--- src/rtl/spike_rate_pwm.sv ---
// Counts rising spike edges per fixed window into a rate word and maps it to a clamped servo PWM duty.
// Optional EMA smoothing of the rate (alpha = 1/4) is enabled with `define SPIKE_RATE_SMOOTH_EN.
module spike_rate_pwm #(
    parameter int WIN_LEN    = 1000,
    parameter int CNT_W      = 8,
    parameter int PWM_PERIOD = 2000,
    parameter int DUTY_W     = 12,
    parameter int PWM_MIN    = 100,
    parameter int PWM_GAIN   = 4,
    parameter int PWM_MAX    = 200
) (
    input  logic              clk,
    input  logic              reset,
    input  logic              en,
    input  logic              spike,
    output logic [CNT_W-1:0]  rate,
    output logic              rate_valid,
    output logic [DUTY_W-1:0] duty,
    output logic              pwm
);

    localparam int WIN_W = $clog2(WIN_LEN);
    localparam int MAP_W = CNT_W + $clog2(PWM_GAIN) + DUTY_W + 1;
    localparam logic [WIN_W-1:0]  WIN_LAST   = WIN_W'(WIN_LEN - 1);
    localparam logic [DUTY_W-1:0] FRAME_LAST = DUTY_W'(PWM_PERIOD - 1);

    function automatic logic [CNT_W-1:0] sat_inc(input logic [CNT_W-1:0] a, input logic inc);
        if (inc && (a != {CNT_W{1'b1}})) begin
            return a + CNT_W'(1);
        end else begin
            return a;
        end
    endfunction

    function automatic logic [DUTY_W-1:0] duty_map(input logic [CNT_W-1:0] r);
        logic [MAP_W-1:0] lin;
        lin = MAP_W'(PWM_MIN) + MAP_W'(r) * MAP_W'(PWM_GAIN);
        if (lin > MAP_W'(PWM_MAX)) begin
            return DUTY_W'(PWM_MAX);
        end else begin
            return lin[DUTY_W-1:0];
        end
    endfunction

    logic                spike_q;
    logic [WIN_W-1:0]    win_cnt_q, win_cnt_d;
    logic [CNT_W-1:0]    spk_cnt_q, spk_cnt_d;
    logic [DUTY_W-1:0]   pwm_cnt_q, pwm_cnt_d;
    logic [DUTY_W-1:0]   duty_q, duty_d;
    logic [DUTY_W-1:0]   duty_next_q, duty_next_d;
    logic                rate_valid_q, rate_valid_d;
    logic                pwm_q, pwm_d;
    logic                edge_s;
    logic [CNT_W-1:0]    win_sum_s;
    logic [CNT_W-1:0]    rate_now_s;
`ifdef SPIKE_RATE_SMOOTH_EN
    logic [CNT_W+1:0]        rate_filt_q, rate_filt_d;
    logic signed [CNT_W+3:0] filt_diff_s;
    logic signed [CNT_W+3:0] filt_step_s;

    assign rate_now_s = rate_filt_q[CNT_W+1:2];
`else
    logic [CNT_W-1:0]    rate_q, rate_d;

    assign rate_now_s = rate_q;
`endif

    assign rate       = rate_now_s;
    assign rate_valid = rate_valid_q;
    assign duty       = duty_q;
    assign pwm        = pwm_q;

    // Next-state logic: edge counting, window close, duty mapping and PWM frame.
    always_comb begin
        edge_s       = spike & ~spike_q;
        win_sum_s    = sat_inc(spk_cnt_q, edge_s);
        duty_next_d  = duty_map(rate_now_s);
        win_cnt_d    = '0;
        spk_cnt_d    = '0;
        pwm_cnt_d    = '0;
        duty_d       = duty_q;
        pwm_d        = 1'b0;
        rate_valid_d = 1'b0;
`ifdef SPIKE_RATE_SMOOTH_EN
        filt_diff_s  = $signed({2'b00, win_sum_s, 2'b00}) - $signed({2'b00, rate_filt_q});
        filt_step_s  = filt_diff_s >>> 2;
        rate_filt_d  = rate_filt_q;
`else
        rate_d       = rate_q;
`endif
        if (en) begin
            pwm_d = (pwm_cnt_q < duty_q);
            // Duty only changes at the frame boundary so a frame is never cut short.
            if (pwm_cnt_q == FRAME_LAST) begin
                pwm_cnt_d = '0;
                duty_d    = duty_next_q;
            end else begin
                pwm_cnt_d = pwm_cnt_q + DUTY_W'(1);
                duty_d    = duty_q;
            end
            // An edge seen in the terminal cycle belongs to the closing window.
            if (win_cnt_q == WIN_LAST) begin
                win_cnt_d    = '0;
                spk_cnt_d    = '0;
                rate_valid_d = 1'b1;
`ifdef SPIKE_RATE_SMOOTH_EN
                rate_filt_d  = rate_filt_q + filt_step_s[CNT_W+1:0];
`else
                rate_d       = win_sum_s;
`endif
            end else begin
                win_cnt_d    = win_cnt_q + WIN_W'(1);
                spk_cnt_d    = win_sum_s;
                rate_valid_d = 1'b0;
            end
        end else begin
            win_cnt_d    = '0;
            spk_cnt_d    = '0;
            pwm_cnt_d    = '0;
            pwm_d        = 1'b0;
            rate_valid_d = 1'b0;
        end
    end

    // State registers with synchronous active-low reset.
    always_ff @(posedge clk) begin
        if (!reset) begin
            spike_q      <= 1'b0;
            win_cnt_q    <= '0;
            spk_cnt_q    <= '0;
            pwm_cnt_q    <= '0;
            duty_q       <= DUTY_W'(PWM_MIN);
            duty_next_q  <= DUTY_W'(PWM_MIN);
            rate_valid_q <= 1'b0;
            pwm_q        <= 1'b0;
`ifdef SPIKE_RATE_SMOOTH_EN
            rate_filt_q  <= '0;
`else
            rate_q       <= '0;
`endif
        end else begin
            spike_q      <= spike;
            win_cnt_q    <= win_cnt_d;
            spk_cnt_q    <= spk_cnt_d;
            pwm_cnt_q    <= pwm_cnt_d;
            duty_q       <= duty_d;
            duty_next_q  <= duty_next_d;
            rate_valid_q <= rate_valid_d;
            pwm_q        <= pwm_d;
`ifdef SPIKE_RATE_SMOOTH_EN
            rate_filt_q  <= rate_filt_d;
`else
            rate_q       <= rate_d;
`endif
        end
    end

endmodule
--- config.mk ---
export PLATFORM = sky130hd
export DESIGN_NAME = spike_rate_pwm
export DESIGN_NICKNAME = d
export VERILOG_FILES = /design/src/rtl/spike_rate_pwm.sv
export SDC_FILE = /design/constraint.sdc
export NUM_CORES = 1
export LEC_CHECK = 0
export CAP_MARGIN = 20
export CORE_MARGIN = 2
export CORE_UTILIZATION = 30
export DETAILED_ROUTE_END_ITERATION = 12
export GPL_TIMING_DRIVEN = 0
export PLACE_DENSITY_LB_ADDON = 0.12
export SETUP_SLACK_MARGIN = 0.15
export SLEW_MARGIN = 20
export SYNTH_ARGS = -nofsm -noshare
export SYNTH_HDL_FRONTEND = slang
export SYNTH_SLANG_ARGS = --single-unit
--- constraint.sdc ---
create_clock -name clk -period 3.44 [get_ports clk]
set_clock_uncertainty 0.2 [all_clocks]
set_input_delay 0.516 -clock clk [delete_from_list [all_inputs] [get_ports clk]]
set_output_delay 0.516 -clock clk [all_outputs]
set_load 0.005 [all_outputs]
Word-level counts from Yosys, hierarchy flattened. Cells that the tools add are included.

Bitwise gates (word level): 4. Shift operators: 0. Equal/unequal tests: 3. $add $sub $neg: 4. Reductions and logical operators: 7. Divide/modulo/power cells: 0. $lt $le $gt $ge: 2. $mul: 0. Mux-type cells: 3.

Operator list (number): $mux 8 (2); $add 12x1->12 const B (1); $eq 12x11->1 const B (1); $lt 12x11->1 (1); $add 7x10->11 const A (1); $gt 11x8->1 const B (1); $add 10x1->10 const B (1); $eq 10x10->1 const B (1); $add 8x1->8 const B (1); $ne 8x8->1 const B (1); $reduce_and 2->1 (3); $reduce_or 3->1 (2); $not 1->1 (3); $reduce_or 2->1 (1); $and 1x1->1 (1); $logic_and 1x1->1 (1); $mux 1 (1).

Register bits: 63. Latch bits: 0. Memories: 0. Word-level logic and storage cells: 33. ROM bits: 0. RAM bits: 0. Output and inout bits: 22. Input bits: 4.

Longest topological paths before layout. Gate-level depths: netlist of the first run.

Depth in word-level cells: 4. Gate-level depth with buffers: 7. Depth with buffers taken out: 6.

Least setup slack after synthesis of the first run. Ideal clock, no wire load.

Path kind: register -> register. From: reg rate_q[0], in the netlist rate[0]. To: reg duty_next_q[3]. Clock period less this slack: 2.125 ns. Arrival time: 1.803 ns. Path slack: 1.315 ns. Path buffers: 1. Library setup time: 0.122 ns. Required time: 3.118 ns. Stages on the path, launching flop included: 7. Path through: dfxtp_1 ha_1 buf_6 a211o_1 a21o_1 a211o_1 o31a_2.

Word-level cells in the longest chain between the ends: 3.

Ends and longest elaborated chain: start, declared (line 63) `logic [CNT_W-1:0] rate_q, rate_d;`; start signal, assigned (line 153) `rate_q <= rate_d;`; $add 7x10->11 * (line 37) `lin = MAP_W'(PWM_MIN) + MAP_W'(r) * MAP_W'(PWM_GAIN);`; $gt 11x8->1 (line 38) `if (lin > MAP_W'(PWM_MAX)) begin`; $mux 8 * (line 38); end signal, assigned (line 133) `duty_next_q <= DUTY_W'(PWM_MIN);`; end signal, assigned (line 147) `duty_next_q <= duty_next_d;`; end, declared (line 50) `logic [DUTY_W-1:0] duty_next_q, duty_next_d;`.

Every way passes the cells marked *; elsewhere a longest branch is shown, timed or not. A chain may end at the register's enable or synchronous reset.

Worst setup path after layout of the first run. Ends and elaborated chain as after synthesis.

==> results.md, run 1 <==
- The run finished with clean final reports.
- For this run, design rule violations remaining after detail routing come to 0.
- Max-cap violations in this run came to 0.
- The largest incremental delay on the critical path is 420 ps.
- CTS placed an instance of sky130_fd_sc_hd__clkbuf_8 at the clock tree root.
- The startpoint of the worst register-to-register path is rate[0].
- Setup repair after global routing left no endpoint under its margin.
- Entering global routing, the biggest net connects 12 pins.
- From left edge to right edge, the die measures 98.6 um.
- The synthesized netlist occupies a cell area of 2680 um2.
- The area added between synthesis and finish is 22.0%.
- In the final routed layout, each cell accounts on average for 12.7 um.
- The startpoint kind of the worst setup timing path is a register.
- The total area inside the core boundary comes to 8680 um2.
- The global-route usage over all layers is 0.124.
- The final instance count without filler cells is 447.
- The worst slew margin relative to its limit is 0.661.
- The critical path is of the register to register type.
- In this run the vertical extent of the chip is 98.6 um.
- The vias after detailed routing is 2,100.
- The final count of negative-setup-slack endpoints is 0.
- The final hold violation count is 0.
- Counting flops with a built-in enable in the synthesized netlist gives 0.
- The detailed router put a total of 2820 um of wire on met1.
- The number of placed cells counting well taps is 431.
- The total of flip-flops plus latches after synthesis is 59.
- Counting distinct cell types in the post-synthesis netlist gives 49.
- The met3 layer wire length in the routed design is 240 um.
- The number of antenna violations at the first check in global routing is 0.
- The biggest fanout along the worst timing path is 8.
- Summed over all failing endpoints, the final setup total negative slack is 0 ps.
- The weighted congestion at the end of routability-driven global placement is 0.760.
- The fill cell instance count of the final layout is 909.
- TritonCTS built the clock tree.
- Power spread over the standard cell area amounts to 437 nW/um2.
- No sink is reached through more buffers than the 2 on the longest clock path.
- For this block, the routed nets add up to 5680 um of wire.
- The H-tree was split into 3 levels.
- For this run, the leading register cell type out of synthesis is sky130_fd_sc_hd__dfxtp_1.
- The total met2 wirelength after detailed routing is 2570 um.
- The fraction of final layout cells sized beyond drive strength 1 is 0.0944.
- STA puts the critical path data required time at 3460 ps.
- Global routing finished with a remaining overflow of 0.
- The launch point of the critical path is rate[0].
- Post-CTS repair changed the size of 0 cells.
- Using the TritonRoute via totals, the vias-per-cell ratio works out to 4.70.
- The worst hold path begins at duty_next_q[5].
- Yosys printed 0 warnings.
- The final max-slew violation count is 0.
- Data arrives at the worst endpoint at 2310 ps.
- Input and output buffers added on the ports amount to 21.
- The cell row count is 34.
- In this run the remaining antenna-violating nets after routing total 0.
- By instance count, the cell type seen most on the critical path is sky130_fd_sc_hd__a211o_1.
- The completed layout was analyzed and its total power is 1.43 mW.
- The post-CTS setup repair buffer count is 0.
- The peak clock frequency supported by timing is 438 MHz.
- The synthesized area divided by synthesized cell count is 9.03 um2.
- The minimum clock period is 2280 ps.
- For this design the top-level I/O count stands at 26.
- The total clock sinks is 59.
- The share of the core filled with cells is 0.377.
- On the critical path the largest part of the delay comes from compound AO/OA/AOI/OAI gates.
- For this configuration, the core starts out at a cell density of 0.309.
- The period utilization is 0.663.
- The worst-path cell with the longest stage delay is sky130_fd_sc_hd__dfxtp_1.
- Buffers inserted during clock tree synthesis total 9.
- Detailed placement ended at an HPWL of 4160 um.
- The wire length of the first global-routing pass is 9650 um.
- The class of the tightest hold or removal check is register to register.
- The initial DRC count is 106.
- The die covers 9710 um2.
- After clock tree synthesis, the clock-pin slew on the worst setup and hold paths is 70 ps.
- The static leakage power is 1.28 nW.
- Across the VDD grid, the largest voltage drop is 239 uV.
- The length of the first detailed-routing pass in iterations is 4.
- The clock latency on the worst-skew pair is 330 ps.
- The cts-stage hold buffer count is 0.
- The antenna diode instance count is 0.
- STA classifies the critical path endpoint as a register.
- In the synthesized netlist the async set-or-reset flop fraction comes to 0.
- The slew of the pin with the lowest slew margin is 504 ps.
- The via count of the first global-routing pass is 1,968.
- For this run, the register share of the synthesized area comes to 0.440.
- The detailed router used layers up to and including met4.
- For this run, the post-layout net count is 351.
- Synthesis produced 297 cells.
- Together, buffers and inverters on the worst path number 1.
- The critical path goes through ha_1, buf_6, a211o_1, a21o_1, a211o_1, o31a_2.
-- cell type report --
| cell class | instances | area [um2] | share of cell area |
|---|---|---|---|
| plain buffers | 13 | 76.3 | 0.0233 |
| clock buffers | 10 | 138 | 0.0420 |
| clock inverters | 6 | 88.8 | 0.0271 |
| inverters | 20 | 75.1 | 0.0229 |
| multi-input cells | 210 | 1370 | 0.418 |
| flip-flops and latches | 59 | 1180 | 0.361 |
| well taps | 108 | 135 | 0.0413 |
| repair buffers | 21 | 210 | 0.0642 |
-- synthesized netlist by cell type (3+ instances only) --
cell type | instances | area (um2)
sky130_fd_sc_hd__a211o_1 | 3 | 26.3
sky130_fd_sc_hd__a21oi_1 | 14 | 70.1
sky130_fd_sc_hd__a31oi_1 | 4 | 25.0
sky130_fd_sc_hd__and3_1 | 6 | 37.5
sky130_fd_sc_hd__buf_2 | 4 | 20.0
sky130_fd_sc_hd__buf_4 | 4 | 30.0
sky130_fd_sc_hd__clkbuf_1 | 3 | 11.3
sky130_fd_sc_hd__dfxtp_1 | 59 | 1180
sky130_fd_sc_hd__ha_1 | 13 | 163
sky130_fd_sc_hd__inv_1 | 20 | 75.1
sky130_fd_sc_hd__mux2i_1 | 11 | 110
sky130_fd_sc_hd__nand2_1 | 18 | 67.6
sky130_fd_sc_hd__nand2b_1 | 3 | 18.8
sky130_fd_sc_hd__nand3_1 | 10 | 50.1
sky130_fd_sc_hd__nand4_1 | 7 | 43.8
sky130_fd_sc_hd__nor2_1 | 36 | 135
sky130_fd_sc_hd__nor3_1 | 9 | 45.0
sky130_fd_sc_hd__o21ai_0 | 11 | 55.1
sky130_fd_sc_hd__or3_1 | 4 | 25.0
sky130_fd_sc_hd__xnor2_1 | 15 | 131
sky130_fd_sc_hd__xor2_1 | 6 | 52.6
-- worst reg2reg max path, cell delays in order (launching register included) --
cell and delay (ps):
sky130_fd_sc_hd__dfxtp_1 420, sky130_fd_sc_hd__ha_1 260, sky130_fd_sc_hd__buf_6 130, sky130_fd_sc_hd__a211o_1 280, sky130_fd_sc_hd__a21o_1 190, sky130_fd_sc_hd__a211o_1 340, sky130_fd_sc_hd__o31a_2 360
-- metrics by stage --
step	hold slack, ps	area (um2)	setup WS [ps]
floorplan	218	2700	1310
global placement	223	3050	860
detailed placement	233	3050	840
CTS	245	3270	1160
global route	291	3270	1010
finish	241	3270	1160
-- sequential cells by signal, summed over array words and instances, names as in the netlist --
register,cells
duty,9
duty_next_q,9
pwm,1
pwm_cnt_q,12
rate,8
rate_valid,1
spike_q,1
spk_cnt_q,8
win_cnt_q,10
-- cell families (layout without fill, tap and decap cells) --
family          count (synthesis)  count (layout)  synth area share
compound gates                 49              49             0.125
xor+xnor                       21              21            0.0686
fa+ha+maj                      13              13            0.0606
buf+inv                        33              70            0.0564
flops                          59              59             0.440
mux                            11              11            0.0410
other cells                     1               6           0.00140
simple gates                  110             110             0.207
-- path summary, 6_finish.rpt --
check,end,slack (ps),cells past startpoint
setup / recovery,duty_next_q[3],1160,6
hold / removal,duty[5],240,2
setup reg to reg,duty_next_q[3],1160,6
hold reg to reg,duty[5],240,2
-- cells in the final DEF (no fill, tap or decap), types with 6 or more instances in the layout --
cell,count
sky130_fd_sc_hd__and3_1,6
sky130_fd_sc_hd__a21oi_1,14
sky130_fd_sc_hd__mux2i_1,11
sky130_fd_sc_hd__xor2_1,6
sky130_fd_sc_hd__xnor2_1,15
sky130_fd_sc_hd__clkbuf_8,10
sky130_fd_sc_hd__o21ai_0,11
sky130_fd_sc_hd__ha_1,13
sky130_fd_sc_hd__conb_1,6
sky130_fd_sc_hd__nor3_1,9
sky130_fd_sc_hd__nor2_1,36
sky130_fd_sc_hd__nand4_1,7
sky130_fd_sc_hd__dfxtp_1,59
sky130_fd_sc_hd__nand2_1,18
sky130_fd_sc_hd__inv_1,20
sky130_fd_sc_hd__clkdlybuf4s50_1,21
sky130_fd_sc_hd__nand3_1,10
-- layer usage --
metal,up-vias,track usage
met2,36,0.192
li1,1109,-
met3,4,0.0376
met5,-,0
met1,951,0.166
met4,0,0.0411
-- report_power, final --
group | switching, mW | internal, mW | total (mW)
registers | 0.00309 | 0.689 | 0.692
clock network | 0.280 | 0.427 | 0.707
logic | 0.0198 | 0.0132 | 0.0330
Note: power is estimated with default switching activity, not from simulation.
==> run 2: changes to the inputs <==
clock period = 2 ns   (was 3.44 ns; I/O delays follow)
==> run 2 against run 1 <==
  * The flow now finishes with violations (negative setup slack)
  * Fmax is 12% higher
  * Die area stayed put
  * Wire length is 5.9% higher
  * Critical path depth stayed put
  * Design area is 6.3% higher
  * Via count is 3.9% higher
  * Global-route usage is 0.27 points higher
  * Setup slack worse by 1200 ps
  * Power is 62% higher
  * Non-clock buffer count is 9 higher
  * Register-to-register slack worse by 1200 ps
  * First-iteration DRC count is 48% lower
  * Critical endpoint is now duty_next_q[2]
  * Largest cell class unchanged
==> results.md, run 2 (synthesized netlist as in run 1, its figures left out) <==
- The fraction of final layout cells sized beyond drive strength 1 is 0.195 (+0.101).
- The run finished, with violations left.
- The wire length of the first global-routing pass is 9870 um (+2.4%).
- The clock transition time at the flip-flop clock pins of the worst setup and hold paths is 70 ps (about the same).
- The weighted congestion at the end of routability-driven global placement came to 0.773 (+1.8%).
- The wire length reported by the detailed router was 6020 um (+5.9%).
- The initial DRC count is 55 (-48%).
- The number of CTS-inserted buffers is 9 (unchanged).
- The worst-path cell with the longest stage delay is sky130_fd_sc_hd__dfxtp_4.
- The most frequent standard cell in the layout excluding fill and tap cells is sky130_fd_sc_hd__dfxtp_1.
- The biggest fanout along the worst timing path is 8 (unchanged).
- The data arrival time of the critical path was 2070 ps (-240 ps).
- The power density of the placed cells is 666 nW/um2 (+52%).
- STA classifies the critical path startpoint as a register.
- The average wire per cell in the routed design is 13.2 um (+3.8%).
- The type of the worst setup path is register to register.
- The largest buffer count on any clock path was 2 (unchanged).
- The vias after detailed routing was 2,181 (+3.9%).
- The overflow left after global routing is 0 (unchanged).
- The length of the first detailed-routing pass in iterations is 4 (unchanged).
- The horizontal die dimension came to 98.6 um (unchanged).
- The pin count of the biggest net entering global routing is 12 (unchanged).
- The sum of net half-perimeters after detailed placement is 4130 um (-0.64%).
- The final hold violation count is 0 (unchanged).
- The largest incremental delay on the critical path was 370 ps (-50 ps).
- The via-per-instance ratio is 4.78 (+1.8%).
- The checks that failed: negative setup slack.
- The tree is rooted in a sky130_fd_sc_hd__clkbuf_8.
- The via count of the first global-routing pass is 2,033 (+3.3%).
- The worst setup path is captured at a register.
- The global-route usage over all layers is 0.127 (+0.00265).
- The final instance area is 3480 um2 (+6.3%).
- TritonCTS built the clock tree.
- The largest registers in the layout are pwm_cnt_q x12, win_cnt_q x10.
- The worst IR drop on VDD is 378 uV (+58%).
- The required time at the worst-slack endpoint is 2040 ps (-1420 ps).
- The final max-slew violation count is 0 (unchanged).
- The slew of the pin with the lowest slew margin is 572 ps (+68.0 ps).
- The deepest level of the CTS H-tree was 3 (unchanged).
- The count of maximum capacitance violations is 0 (unchanged).
- The period utilization came to 1.02 (+0.355).
- The floorplan die area is 9710 um2 (unchanged).
- The number of buffer and inverter stages on the critical path is 1 (unchanged).
- The antenna diode instance count is 0 (unchanged).
- In the layout the commonest cells are 51 x sky130_fd_sc_hd__dfxtp_1, 36 x sky130_fd_sc_hd__nor2_1, 20 x sky130_fd_sc_hd__inv_1, 19 x sky130_fd_sc_hd__clkdlybuf4s50_1, 18 x sky130_fd_sc_hd__nand2_1.
- The number of routed nets with antenna violations is 0 (unchanged).
- The number of port buffers is 21 (unchanged).
- The cts-stage hold buffer count is 0 (unchanged).
- The min-delay analysis places its worst path in the category input port to register.
- The number of antenna violations at the first check in global routing is 0 (unchanged).
- The smallest setup slack after layout is -37.6 ps (-1200 ps).
- The number of primary I/O pins was 26 (unchanged).
- The placed cell area came to 3060 um2 (+0.58%).
- The critical path goes through ha_4, buf_6, a211o_1, a21o_1, a211o_4, o41ai_4.
- The minimum hold slack came to 110 ps (-131 ps).
- From synthesis to final layout, the design area changed by 29.7%.
- The height of the die is 98.6 um (unchanged).
- The flip-flop count of the largest register after layout came to 12 (unchanged).
- The static leakage power is 1.38 nW (+7.5%).
- The peak clock frequency supported by timing was 491 MHz (+12%).
- The final count of negative-setup-slack endpoints is 2 (+2).
- The worst slew margin relative to its limit is 0.619 (-0.0426).
- The number of nets in the finished design is 360 (+2.6%).
- Setup repair after global routing could not meet its margin everywhere.
- On the critical path the largest part of the delay comes from compound AO/OA/AOI/OAI gates.
- The clock latency on the worst-skew pair is 340 ps (about the same).
- The cell row count is 34 (unchanged).
- The initial core utilization is 0.309 (unchanged).
- The total clock sinks is 59 (unchanged).
- pwm_cnt_q holds more flip-flops than any other register.
- The floorplan core area is 8680 um2 (unchanged).
- The DRC violation count after routing is 0 (unchanged).
- The minimum clock period is 2040 ps (-244 ps).
## run 2: cell count changes in the layout (fill, tap and decap cells not counted), moves of 3 or more
cell / change
sky130_fd_sc_hd__dfxtp_1: -8
sky130_fd_sc_hd__dfxtp_2: +6
sky130_fd_sc_hd__buf_4: +10
sky130_fd_sc_hd__ha_1: -4
sky130_fd_sc_hd__ha_4: +3
## run 2: stage by stage
stage | power [mW] | worst slack (ps) | TNS, ps | instances | utilization
floorplan | 1.25 | 36.9 | 0 | 302 | -
global placement | 1.27 | -356 | -5350 | 431 | 0.353
detailed placement | 1.27 | -343 | -5510 | 431 | 0.353
CTS | 2.35 | -12.8 | -24.9 | 451 | 0.386
global route | 2.41 | -102 | -280 | 456 | 0.401
finish | 2.32 | -37.6 | -69.1 | 456 | 0.401
## run 2: repair_timing
action,in CTS,in global routing
cloned,0,1
pin swaps,4,4
resized for setup,17,22
endpoints found under the setup margin,32,26
buffers inserted,6,4
## run 2: path summary, 6_finish.rpt
check,startpoint,endpoint,slack (ps),depth (start not counted)
max reg2reg,rate[1],duty_next_q[2],-40,6
max,rate[1],duty_next_q[2],-40,6
min reg2reg,duty_next_q[2],duty[2],230,2
min,reset,rate[3],110,3
## run 2: power breakdown
part	switching [mW]	internal, mW
Combinational	0.0348	0.0247
Sequential	0.00730	1.18
Clock	0.462	0.603
Total	0.504	1.81
## run 2: worst register-to-register path: stages (launching register included)
cell,delay (ps)
sky130_fd_sc_hd__dfxtp_4,370
sky130_fd_sc_hd__ha_4,150
sky130_fd_sc_hd__buf_6,120
sky130_fd_sc_hd__a211o_1,250
sky130_fd_sc_hd__a21o_1,180
sky130_fd_sc_hd__a211o_4,360
sky130_fd_sc_hd__o41ai_4,310
## run 2: layout make-up
| type | count | area (um2) |
|---|---|---|
| Buffer | 11 | 85.1 |
| Clock buffer | 11 | 141 |
| Clock inverter | 5 | 52.6 |
| Fill cell | 908 | 5200 |
| Inverter | 20 | 75.1 |
| Multi-Input combinational cell | 210 | 1500 |
| Sequential cell | 59 | 1200 |
| Tap cell | 108 | 135 |
| Timing Repair Buffer | 32 | 295 |
## run 2: layer usage
metal	wire, um	global-route usage
met3	212	0.0411
met1	2910	0.163
met4	64	0.0411
met2	2830	0.203
met5	0	0
==> run 3: changes to the inputs <==
ABC_CLOCK_PERIOD_IN_PS = 2000   (was default)
CTS_CLUSTER_DIAMETER = 120   (was default)
==> results of run 3 <==
Final layout, timing and power as in run 2 (identical DEF).
